<file path="src/rtl/vram_arbiter_pkg.sv">
// Shared definitions for the VRAM arbiter: default bus widths, the CPU-read
// FSM encoding and the write-buffer entry width helper.
package vram_arbiter_pkg;

    localparam int VA_ADDR_W = 16;
    localparam int VA_DATA_W = 8;

    // CPU read tracking: only one read may be outstanding at a time.
    typedef enum logic [1:0] {
        ST_IDLE    = 2'd0,
        ST_RD_WAIT = 2'd1,
        ST_RD_RESP = 2'd2
    } arb_state_e;

    // A buffered write carries its address above its data.
    function automatic int entry_w(input int addr_w, input int data_w);
        return addr_w + data_w;
    endfunction

endpackage

</file>
<file path="src/rtl/vram_arbiter_if.sv">
// CPU access port of the VRAM arbiter: valid/ready request channel plus the
// single-cycle read response.
interface vram_arbiter_if #(
    parameter int ADDR_W = 16,
    parameter int DATA_W = 8
) ();
    logic              CPU_VALID;
    logic              CPU_WE;
    logic [ADDR_W-1:0] CPU_ADDR;
    logic [DATA_W-1:0] CPU_WDATA;
    logic              CPU_READY;
    logic [DATA_W-1:0] CPU_RDATA;
    logic              CPU_RVALID;

    modport master (
        output CPU_VALID, CPU_WE, CPU_ADDR, CPU_WDATA,
        input  CPU_READY, CPU_RDATA, CPU_RVALID
    );

    modport slave (
        input  CPU_VALID, CPU_WE, CPU_ADDR, CPU_WDATA,
        output CPU_READY, CPU_RDATA, CPU_RVALID
    );
endinterface

</file>
<file path="src/rtl/vram_arbiter_wr_fifo.sv">
// Small synchronous FIFO holding posted CPU writes. The head entry is read
// straight from the storage registers; a pushed entry becomes visible at the
// head only on the following cycle (no fall-through).
module vram_arbiter_wr_fifo #(
    parameter int DEPTH = 4,
    parameter int WIDTH = 24
) (
    input  logic                     clk,
    input  logic                     rst_n,
    input  logic                     push_i,
    input  logic                     pop_i,
    input  logic [WIDTH-1:0]         din_i,
    output logic [WIDTH-1:0]         dout_o,
    output logic                     full_o,
    output logic                     empty_o,
    output logic [$clog2(DEPTH):0]   level_o
);
    localparam int PTR_W = $clog2(DEPTH);
    localparam int LVL_W = PTR_W + 1;

    logic [WIDTH-1:0] mem_q [DEPTH];
    logic [PTR_W-1:0] wr_ptr_q, rd_ptr_q;
    logic [LVL_W-1:0] level_q, level_d;
    logic             do_push_s, do_pop_s;

    assign full_o    = (level_q == LVL_W'(DEPTH));
    assign empty_o   = (level_q == '0);
    assign do_push_s = push_i & ~full_o;
    assign do_pop_s  = pop_i & ~empty_o;
    assign dout_o    = mem_q[rd_ptr_q];
    assign level_o   = level_q;

    // Occupancy update; a simultaneous push and pop leaves it unchanged.
    always_comb begin
        level_d = level_q;
        case ({do_push_s, do_pop_s})
            2'b10:   level_d = level_q + LVL_W'(1);
            2'b01:   level_d = level_q - LVL_W'(1);
            default: level_d = level_q;
        endcase
    end

    // Pointer and occupancy registers; reset discards all buffered entries.
    always_ff @(posedge clk or negedge rst_n) begin
        if (!rst_n) begin
            wr_ptr_q <= '0;
            rd_ptr_q <= '0;
            level_q  <= '0;
        end else begin
            if (do_push_s) wr_ptr_q <= wr_ptr_q + PTR_W'(1);
            if (do_pop_s)  rd_ptr_q <= rd_ptr_q + PTR_W'(1);
            level_q <= level_d;
        end
    end

    // Entry storage; contents are meaningless until written, so no reset.
    always_ff @(posedge clk) begin
        if (do_push_s) mem_q[wr_ptr_q] <= din_i;
    end
endmodule

</file>
<file path="src/rtl/vram_arbiter.sv">
// Single-port VRAM arbiter. Display fetch always wins the memory slot; a
// pending CPU read comes next, then posted CPU writes drain from the buffer.
module vram_arbiter
    import vram_arbiter_pkg::*;
#(
    parameter int ADDR_W       = VA_ADDR_W,
    parameter int DATA_W       = VA_DATA_W,
    parameter int FIFO_DEPTH   = 4,
    parameter int STARVE_LIMIT = 800
) (
    input  logic                          CLK,
    input  logic                          RESET_N,
    input  logic                          DISP_REQ,
    input  logic [ADDR_W-1:0]             DISP_ADDR,
    output logic [DATA_W-1:0]             DISP_DATA,
    output logic                          DISP_VALID,
    vram_arbiter_if.slave                 cpu,
    output logic                          MEM_EN,
    output logic                          MEM_WE,
    output logic [ADDR_W-1:0]             MEM_ADDR,
    output logic [DATA_W-1:0]             MEM_WDATA,
    input  logic [DATA_W-1:0]             MEM_RDATA,
    output logic                          STARVE,
    output logic [$clog2(FIFO_DEPTH):0]   FIFO_LEVEL
);
    localparam int ENTRY_W = entry_w(ADDR_W, DATA_W);
    localparam int CNT_W   = $clog2(STARVE_LIMIT + 1);
    localparam logic [CNT_W-1:0] LIMIT_C = CNT_W'(STARVE_LIMIT);

    arb_state_e          state_q, state_d;
    logic [ADDR_W-1:0]   rd_addr_q, rd_addr_d;
    logic                disp_valid_q;
    logic [CNT_W-1:0]    starve_q, starve_d;
    logic                cpu_ready_s, push_s, pop_s, full_s, empty_s;
    logic [ENTRY_W-1:0]  fifo_dout_s;

    vram_arbiter_wr_fifo #(
        .DEPTH (FIFO_DEPTH),
        .WIDTH (ENTRY_W)
    ) u_wr_fifo (
        .clk     (CLK),
        .rst_n   (RESET_N),
        .push_i  (push_s),
        .pop_i   (pop_s),
        .din_i   ({cpu.CPU_ADDR, cpu.CPU_WDATA}),
        .dout_o  (fifo_dout_s),
        .full_o  (full_s),
        .empty_o (empty_s),
        .level_o (FIFO_LEVEL)
    );

    assign cpu.CPU_READY  = cpu_ready_s;
    assign cpu.CPU_RDATA  = MEM_RDATA;
    assign cpu.CPU_RVALID = (state_q == ST_RD_RESP);
    assign DISP_DATA      = MEM_RDATA;
    assign DISP_VALID     = disp_valid_q;
    assign STARVE         = (starve_q == LIMIT_C);

    // Accept writes while buffer space remains; reads only once all posted
    // writes have drained so a read never overtakes an earlier write.
    always_comb begin
        cpu_ready_s = 1'b0;
        if (RESET_N && (state_q == ST_IDLE)) begin
            cpu_ready_s = cpu.CPU_WE ? ~full_s : empty_s;
        end else begin
            cpu_ready_s = 1'b0;
        end
    end

    // Memory slot arbitration and read-tracking FSM next state.
    always_comb begin
        state_d   = state_q;
        rd_addr_d = rd_addr_q;
        MEM_EN    = 1'b0;
        MEM_WE    = 1'b0;
        MEM_ADDR  = DISP_ADDR;
        MEM_WDATA = fifo_dout_s[DATA_W-1:0];
        pop_s     = 1'b0;
        push_s    = cpu.CPU_VALID & cpu_ready_s & cpu.CPU_WE;

        if (DISP_REQ) begin
            MEM_EN   = 1'b1;
            MEM_ADDR = DISP_ADDR;
        end else if (state_q == ST_RD_WAIT) begin
            MEM_EN   = 1'b1;
            MEM_ADDR = rd_addr_q;
        end else if (!empty_s) begin
            MEM_EN   = 1'b1;
            MEM_WE   = 1'b1;
            MEM_ADDR = fifo_dout_s[ENTRY_W-1:DATA_W];
            pop_s    = 1'b1;
        end else begin
            MEM_EN   = 1'b0;
        end

        case (state_q)
            ST_IDLE: begin
                if (cpu.CPU_VALID && cpu_ready_s && !cpu.CPU_WE) begin
                    state_d   = ST_RD_WAIT;
                    rd_addr_d = cpu.CPU_ADDR;
                end else begin
                    state_d   = ST_IDLE;
                end
            end
            ST_RD_WAIT: begin
                if (!DISP_REQ) state_d = ST_RD_RESP;
                else           state_d = ST_RD_WAIT;
            end
            ST_RD_RESP: state_d = ST_IDLE;
            default:    state_d = ST_IDLE;
        endcase
    end

    // Starvation counter: counts cycles a non-empty buffer waits, saturating.
    always_comb begin
        starve_d = starve_q;
        if (empty_s || pop_s) begin
            starve_d = '0;
        end else if (starve_q != LIMIT_C) begin
            starve_d = starve_q + CNT_W'(1);
        end else begin
            starve_d = starve_q;
        end
    end

    // State, latched read address, display valid pipeline and starve counter.
    always_ff @(posedge CLK or negedge RESET_N) begin
        if (!RESET_N) begin
            state_q      <= ST_IDLE;
            rd_addr_q    <= '0;
            disp_valid_q <= 1'b0;
            starve_q     <= '0;
        end else begin
            state_q      <= state_d;
            rd_addr_q    <= rd_addr_d;
            disp_valid_q <= DISP_REQ;
            starve_q     <= starve_d;
        end
    end
endmodule

</file>
<file path="src/flat_wrapper.sv">
// flat-port wrapper written by rule: the top's interface ports become plain ports
module vram_arbiter_flat import vram_arbiter_pkg::*;
#(
    parameter int ADDR_W       = VA_ADDR_W,
    parameter int DATA_W       = VA_DATA_W,
    parameter int FIFO_DEPTH   = 4,
    parameter int STARVE_LIMIT = 800
)
  (CLK, RESET_N, DISP_REQ, DISP_ADDR, DISP_DATA, DISP_VALID, MEM_EN, MEM_WE, MEM_ADDR, MEM_WDATA, MEM_RDATA, STARVE, FIFO_LEVEL, cpu_CPU_VALID, cpu_CPU_WE, cpu_CPU_ADDR, cpu_CPU_WDATA, cpu_CPU_READY, cpu_CPU_RDATA, cpu_CPU_RVALID);
  vram_arbiter_if #(.ADDR_W(ADDR_W), .DATA_W(DATA_W)) cpu_i ();
  input  logic CLK;
  input  logic RESET_N;
  input  logic DISP_REQ;
  input  logic [ADDR_W-1:0] DISP_ADDR;
  output logic [DATA_W-1:0] DISP_DATA;
  output logic DISP_VALID;
  output logic MEM_EN;
  output logic MEM_WE;
  output logic [ADDR_W-1:0] MEM_ADDR;
  output logic [DATA_W-1:0] MEM_WDATA;
  input  logic [DATA_W-1:0] MEM_RDATA;
  output logic STARVE;
  output logic [$clog2(FIFO_DEPTH):0] FIFO_LEVEL;
  input wire logic [$bits(cpu_i.CPU_VALID)-1:0] cpu_CPU_VALID;
  input wire logic [$bits(cpu_i.CPU_WE)-1:0] cpu_CPU_WE;
  input wire logic [$bits(cpu_i.CPU_ADDR)-1:0] cpu_CPU_ADDR;
  input wire logic [$bits(cpu_i.CPU_WDATA)-1:0] cpu_CPU_WDATA;
  output wire logic [$bits(cpu_i.CPU_READY)-1:0] cpu_CPU_READY;
  output wire logic [$bits(cpu_i.CPU_RDATA)-1:0] cpu_CPU_RDATA;
  output wire logic [$bits(cpu_i.CPU_RVALID)-1:0] cpu_CPU_RVALID;
  assign cpu_i.CPU_VALID = cpu_CPU_VALID;
  assign cpu_i.CPU_WE = cpu_CPU_WE;
  assign cpu_i.CPU_ADDR = cpu_CPU_ADDR;
  assign cpu_i.CPU_WDATA = cpu_CPU_WDATA;
  assign cpu_CPU_READY = cpu_i.CPU_READY;
  assign cpu_CPU_RDATA = cpu_i.CPU_RDATA;
  assign cpu_CPU_RVALID = cpu_i.CPU_RVALID;
  vram_arbiter #(.ADDR_W(ADDR_W), .DATA_W(DATA_W), .FIFO_DEPTH(FIFO_DEPTH), .STARVE_LIMIT(STARVE_LIMIT)) u_core (.CLK(CLK), .RESET_N(RESET_N), .DISP_REQ(DISP_REQ), .DISP_ADDR(DISP_ADDR), .DISP_DATA(DISP_DATA), .DISP_VALID(DISP_VALID), .cpu(cpu_i), .MEM_EN(MEM_EN), .MEM_WE(MEM_WE), .MEM_ADDR(MEM_ADDR), .MEM_WDATA(MEM_WDATA), .MEM_RDATA(MEM_RDATA), .STARVE(STARVE), .FIFO_LEVEL(FIFO_LEVEL));
endmodule
</file>
<file path="config.mk">
export PLATFORM = sky130hd
export DESIGN_NAME = vram_arbiter_flat
export DESIGN_NICKNAME = d
export VERILOG_FILES = /design/src/rtl/vram_arbiter_pkg.sv /design/src/rtl/vram_arbiter_if.sv /design/src/rtl/vram_arbiter_wr_fifo.sv /design/src/rtl/vram_arbiter.sv /design/src/flat_wrapper.sv
export SDC_FILE = /design/constraint.sdc
export NUM_CORES = 1
export LEC_CHECK = 0
export BUFFER_PORTS_ARGS = -buffer_cell sky130_fd_sc_hd__buf_2
export CAP_MARGIN = 40
export CORE_MARGIN = 2
export CORE_UTILIZATION = 35
export CTS_BUF_LIST = sky130_fd_sc_hd__clkbuf_16
export DETAILED_ROUTE_END_ITERATION = 8
export SETUP_SLACK_MARGIN = 0.4
export SLEW_MARGIN = 20
export SYNTH_ARGS = -nofsm -noshare
export SYNTH_HDL_FRONTEND = slang
export SYNTH_HIERARCHICAL = 1
export SYNTH_SLANG_ARGS = --single-unit
</file>
<file path="constraint.sdc">
create_clock -name CLK -period 2.7 [get_ports CLK]
set_input_delay 0.405 -clock CLK [delete_from_list [all_inputs] [get_ports CLK]]
set_output_delay 0.405 -clock CLK [all_outputs]
set_load 0.05 [all_outputs]
</file>
Yosys cells after proc, flatten, opt, wreduce, memory -nomap -nowiden:

Memory sizes are Yosys's and may differ from the RTL's.
Cells that the tools add are included.
Widths: inputs -> output; s select.

* register bits: 36
* bits in writable memories: 96
* logic and storage cells: 54
* memories kept: 1

* equal/unequal tests: 7
* bitwise logic cells: 6
* add/subtract/negate cells: 5
* multiplexer cells: 18
* reduce and logical (&&, ||, !) cells: 10

Memories
* u_core.u_wr_fifo.mem_q: words 4, bits a word 24, read ports 1, clocked after Yosys merged registers in 0, write ports 1, line vram_arbiter_wr_fifo.sv:21 `logic [WIDTH-1:0] mem_q [DEPTH];`

Operators by type and width (count)
* $mux 16: 3
* $mux 10: 2
* $add 10x1->10 const B: 1
* $eq 10x10->1 const B: 1
* $mux 1: 10
* $ne 10x10->1 const B: 1
* $pmux 3 s2: 1
* $add 2x1->2 const B: 2
* $and 1x1->1: 4
* $eq 2x1->1 const B: 2
* $eq 2x2->1 const B: 2
* $pmux 2 s2: 1
* $reduce_bool 2->1: 2
* $add 3x1->3 const B: 1
* $eq 3x3->1 const B: 1
* $logic_and 1x1->1: 3
* $logic_not 3->1: 1
* $sub 3x1->3 const B: 1
* $logic_not 2->1: 1
* $mux 2: 1
* $not 1->1: 2
* $reduce_and 2->1: 1
* $logic_not 1->1: 1
* $logic_or 1x1->1: 1

Logic depth before layout (Yosys ltp):

* depth in word-level cells: 9
* depth in mapped cells: 12
* gate-level depth less buffers: 12

By module:

The synthesis kept the hierarchy.

Modules (own cells, without submodules)
* vram_arbiter_wr_fifo: area an instance 3933.8 µm², cells an instance 163, times used 1
* vram_arbiter: area an instance 1711.6 µm², cells an instance 155, times used 1

Worst setup path after synthesis:

No wires, ideal clock.

* path type: flip-flop to flip-flop
* from: reg u_core.u_wr_fifo.level_q[0] (netlist: u_core/u_wr_fifo/level_o[0])
* to: mem u_core.u_wr_fifo.mem_q[0][0] (enable)
* buffers on the path: 0
* arrival: 3.555 ns
* stages on the path, launching flop included: 7
* setup slack: -1.238 ns
* path through: dfrtp_1 -> nor3_1 -> nor2_1 -> a211oi_1 -> and3_1 -> nor2b_2 -> and2_1

* elaborated cells between the ends (all ways): 10
* classes of those cells: 1 x eq/ne; 4 x mux; 4 x bitwise; 1 x reduce/logical

RTL lines
* from (decl): line vram_arbiter_wr_fifo.sv:23 `logic [LVL_W-1:0] level_q, level_d;`
* from (signal assigned): line vram_arbiter_wr_fifo.sv:52 `level_q <= level_d;`
* $logic_not 3->1: line vram_arbiter_wr_fifo.sv:27 `assign empty_o = (level_q == '0);`
* via u_core.empty_s: line vram_arbiter.sv:34 `logic cpu_ready_s, push_s, pop_s, full_s, empty_s;`
* $mux 1: line vram_arbiter.sv:64 `cpu_ready_s = cpu.CPU_WE ? ~full_s : empty_s;`
* $mux 1: line vram_arbiter.sv:63 `if (RESET_N && (state_q == ST_IDLE)) begin`
* via cpu_CPU_READY: line flat_wrapper.sv:28 `output wire logic [$bits(cpu_i.CPU_READY)-1:0] cpu_CPU_READY;`
* $and 1x1->1 (2 in a row): line vram_arbiter.sv:79 `push_s = cpu.CPU_VALID & cpu_ready_s & cpu.CPU_WE;`
* via u_core.push_s: line vram_arbiter.sv:34
* $and 1x1->1: line vram_arbiter_wr_fifo.sv:28 `assign do_push_s = push_i & ~full_o;`
* $mux 1: line vram_arbiter_wr_fifo.sv:58 `if (do_push_s) mem_q[wr_ptr_q] <= din_i;`
* $mux 1 (not written as such): line vram_arbiter_wr_fifo.sv:58
* to (decl): line vram_arbiter_wr_fifo.sv:21

The timed path passes the listed nets, and every way through them passes these cells.

Worst setup path in the final report:

* from: reg u_core.u_wr_fifo.rd_ptr_q[0]
* to: out MEM_ADDR[9]

* longest elaborated chain between the ends: 4

Ends and longest elaborated chain
* from (decl): line vram_arbiter_wr_fifo.sv:22 `logic [PTR_W-1:0] wr_ptr_q, rd_ptr_q;`
* from (signal assigned): line vram_arbiter_wr_fifo.sv:51 `if (do_pop_s) rd_ptr_q <= rd_ptr_q + PTR_W'(1);`
* $mem_v2 4x24
* via u_core.fifo_dout_s[17]: line vram_arbiter.sv:35 `logic [ENTRY_W-1:0] fifo_dout_s;`
* $mux 16: line vram_arbiter.sv:87 `end else if (!empty_s) begin`
* $mux 16: line vram_arbiter.sv:84 `end else if (state_q == ST_RD_WAIT) begin`
* $mux 16: line vram_arbiter.sv:81 `if (DISP_REQ) begin`
* to (decl): line flat_wrapper.sv:19 `output logic [ADDR_W-1:0] MEM_ADDR;`

The timed path passes the listed nets, and every way through them passes these cells.

==> results.cfg <==
[floorplanning]
start_util = 0.3567
top_level_ports = 102
coreArea_um2 = 15830
die_h_um = 131
rows = 46
die_area_um2 = 17160
fp.dieW_um = 131

[worst_setup_path]
cp_data_required_time_ps = 2300
regToRegEndpoint = u_core/u_wr_fifo/level_o[2]$_DFFE_PN0P_
worst_path_largest_cell_delay_ps = 510
cp-end-kind = output pin
setup.worst_path.class = flip-flop to output pin
start_kind = flip-flop
critical_path.top_delay_family = multiplexers
cp.arrival_ps = 2120
r2r_cells = 14
rrSetupSlack_ps = 270
path_buf_inv = 3
crit_chain = buf_4 -> buf_12 -> mux4_2 -> a221o_1 -> buf_6
r2r_start = u_core/u_wr_fifo/level_o[1]$_DFFE_PN0P_
critPathSlowestCell = mux4_2
cp_num_cells = 5
cp_max_fo = 4

[sta]
rsz0062_at_grt = true
fmax_mhz = 396.5
period_minus_slack_ps = 2522
slew_headroom = 0.6251
finalSetupViolCount = 0
setup_slack_ps = 177.6
hold_viol_final = 0
fin_skew_ps = 7.261
tightest_slew_ps = 558.6
period_share = 0.9342
drv_slew = 0

[placed_design]
gp_congestion = 0.7840
io_buffers = 77
dp_slack_ps = 220.7
post_dp_cell_area_um2 = 6324
dp_cells = 602
dp_hpwl_um = 7344

[yosys]
synth_largest_area_cell = edfxtp_1
synth_edf_count = 96
synth-main-ff-cell = edfxtp_1
async_flop_share = 0.2727
synthTopCellsByArea = edfxtp_1 (51%), dfrtp_1 (16%), mux4_2 (7.2%), mux2_2 (3.4%), a221o_1 (2.8%)
syn_avg_cell_area_um2 = 17.75
ys_warn_count = 6
ys_seq_elements = 132
yosysSeqAreaShare = 0.6702
synth_top_area_share = 0.5106
synth_common_cells = edfxtp_1 (96), dfrtp_1 (36), and2_1 (20)
synth_nets = 379
synth_most_common_cell = edfxtp_1
ys_types = 46
synth_area_um2 = 5645
syn_inst = 318

[grt]
grt_pass1_wl_um = 17930
grt_max_degree = 37
grt_usage = 0.1441
overflow = 0
grt_pass1_vias = 3310
antenna_found_initial = 1

[final_layout]
antennaDiodeCount = 0
drive_gt1_frac = 0.5091
layout.nets = 488
utilization = 0.4682
finalNonFillerCells = 656
area.growth.synth_to_final_pct = 31.27
fin_area_um2 = 7411

[cts]
clkSinkCount = 132
clk_path_buf_depth = 2
clkTransAtPathRegs_ps = 60
cts_max_level = 4
cts_tree = done
cts_hold_buf = 0
cts-root-buf = clkbuf_16
cts_buffers = 17
insertion_delay_ps = 420

[power]
peakVddDrop_mv = 0.5752
power_switching_w = 0.002570
netSwitchingFraction = 0.3420
p_clk_frac = 0.294
seq_power_share = 0.340
leakagePower_nw = 2.792
pwr_density_cell_nw_per_um2 = 1014
power.internal_w = 0.004944
pwr-share-comb = 0.366

[routing]
wire_per_inst_um = 18.68
post_drt_via_cell_ratio = 4.869
detail-route-antenna-nets = 0
drtIter0Drc = 183
drtPass1Iterations = 4
drc = 0
wirelength_um = 12250
vias = 3194

[outcome]
status = finished clean

[worst_hold_path]
hold_class = input port to async pin

[job]
maxCapViolCount = 0
[flip-flops by register name, summed over array words and instances, names as in the netlist]
name and count:
u_core/u_wr_fifo/mem_q 96, u_core/rd_addr_q 16, u_core/starve_q 10, u_core/u_wr_fifo/level_o 3
u_core/state_q 2, u_core/u_wr_fifo/rd_ptr_q 2, u_core/u_wr_fifo/wr_ptr_q 2, u_core/DISP_VALID 1
[power groups by stage]
stage | clock network (W) | logic, W | registers [W]
final | 0.00221 | 0.00275 | 0.00255
after CTS | 0.00226 | 0.00258 | 0.00256
after detailed placement | 0 | 0.00228 | 0.00261
after global placement | 0 | 0.00226 | 0.00260
after global routing | 0.00234 | 0.00291 | 0.00258
after floorplan | 0 | 0.00182 | 0.00265
[cell type report]
type | instances | area, µm²
fill | 1368 | 8417
multi-input combinational | 149 | 1704
clock buffer | 17 | 425.4
inverter | 9 | 33.78
timing repair buffer | 118 | 1045
clock inverter | 15 | 143.9
tap | 216 | 270.3
sequential | 132 | 3789
[cells by family (layout without fill, tap and decap cells)]
family | count (synthesis) | after routing | synth area share
multiplexers | 44 | 44 | 0.1390
flip-flops | 132 | 132 | 0.6702
XOR/XNOR | 9 | 9 | 0.01396
buffers and inverters | 37 | 159 | 0.04455
AND/OR/NAND/NOR | 53 | 53 | 0.06294
adder cells (fa/ha/maj) | 8 | 8 | 0.01906
AO/OA/AOI/OAI | 35 | 35 | 0.05031
[routing by layer]
| metal | wire length, µm | up-vias | track usage | part of all wire |
|---|---|---|---|---|
| li1 | - | 1463 | - | - |
| met1 | 5391 | 1620 | 0.1758 | 0.44 |
| met2 | 6052 | 89 | 0.2380 | 0.49 |
| met3 | 566 | 20 | 0.04072 | 0.046 |
| met4 | 228 | 2 | 0.06696 | 0.019 |
| met5 | 13 | - | 0 | 0.0011 |
[stage by stage]
step	hold WS, ps	total power, W	setup TNS, ps
finish	76.64	0.007514	0
global route	111.5	0.007838	0
CTS	79.12	0.007396	0
detailed placement	487.5	0.004887	0
global placement	483.0	0.004856	0
floorplan	109.4	0.004472	-6.326
[cell usage in the layout, fill, tap and decap left out, drive strengths merged, types with 2 or more instances in the layout]
cell and count:
clkinvlp 2, a21oi 5, nand3 3, nor2 4
clkinv 3, dfrtp 36, edfxtp 96, nor3b 2
or3 3, mux2 17, nor3 3, and2 20
inv 18, xnor2 4, o31ai 3, buf 114
xor2 5, nand2 5, a221o 16, o211ai 4
o21ai 3, mux2i 3, or4 3, ha 7
nor2b 2, or3b 2, clkbuf 21, mux4 24
[worst max path at each step]
stage / from / to / slack, ps
6_report: u_core/u_wr_fifo/rd_ptr_q[0]$_DFFE_PN0P_ / MEM_ADDR[9] / 180
3_5_place_dp: RESET_N / u_core/u_wr_fifo/level_o[2]$_DFFE_PN0P_ / 220
5_1_grt: u_core/u_wr_fifo/rd_ptr_q[0]$_DFFE_PN0P_ / MEM_ADDR[8] / 130
4_1_cts: u_core/u_wr_fifo/rd_ptr_q[0]$_DFFE_PN0P_ / MEM_ADDR[8] / 130
3_3_place_gp: RESET_N / u_core/u_wr_fifo/level_o[2]$_DFFE_PN0P_ / 260
2_1_floorplan: u_core/u_wr_fifo/level_o[1]$_DFFE_PN0P_ / u_core/u_wr_fifo/level_o[2]$_DFFE_PN0P_ / -6
[what timing repair did]
item	in CTS	in global routing
pin swaps	4	11
setup buffers	10	8
setup endpoints to repair	20	125
gates cloned	0	4
gates resized for setup	41	61
(Power assumes the default switching activity.)
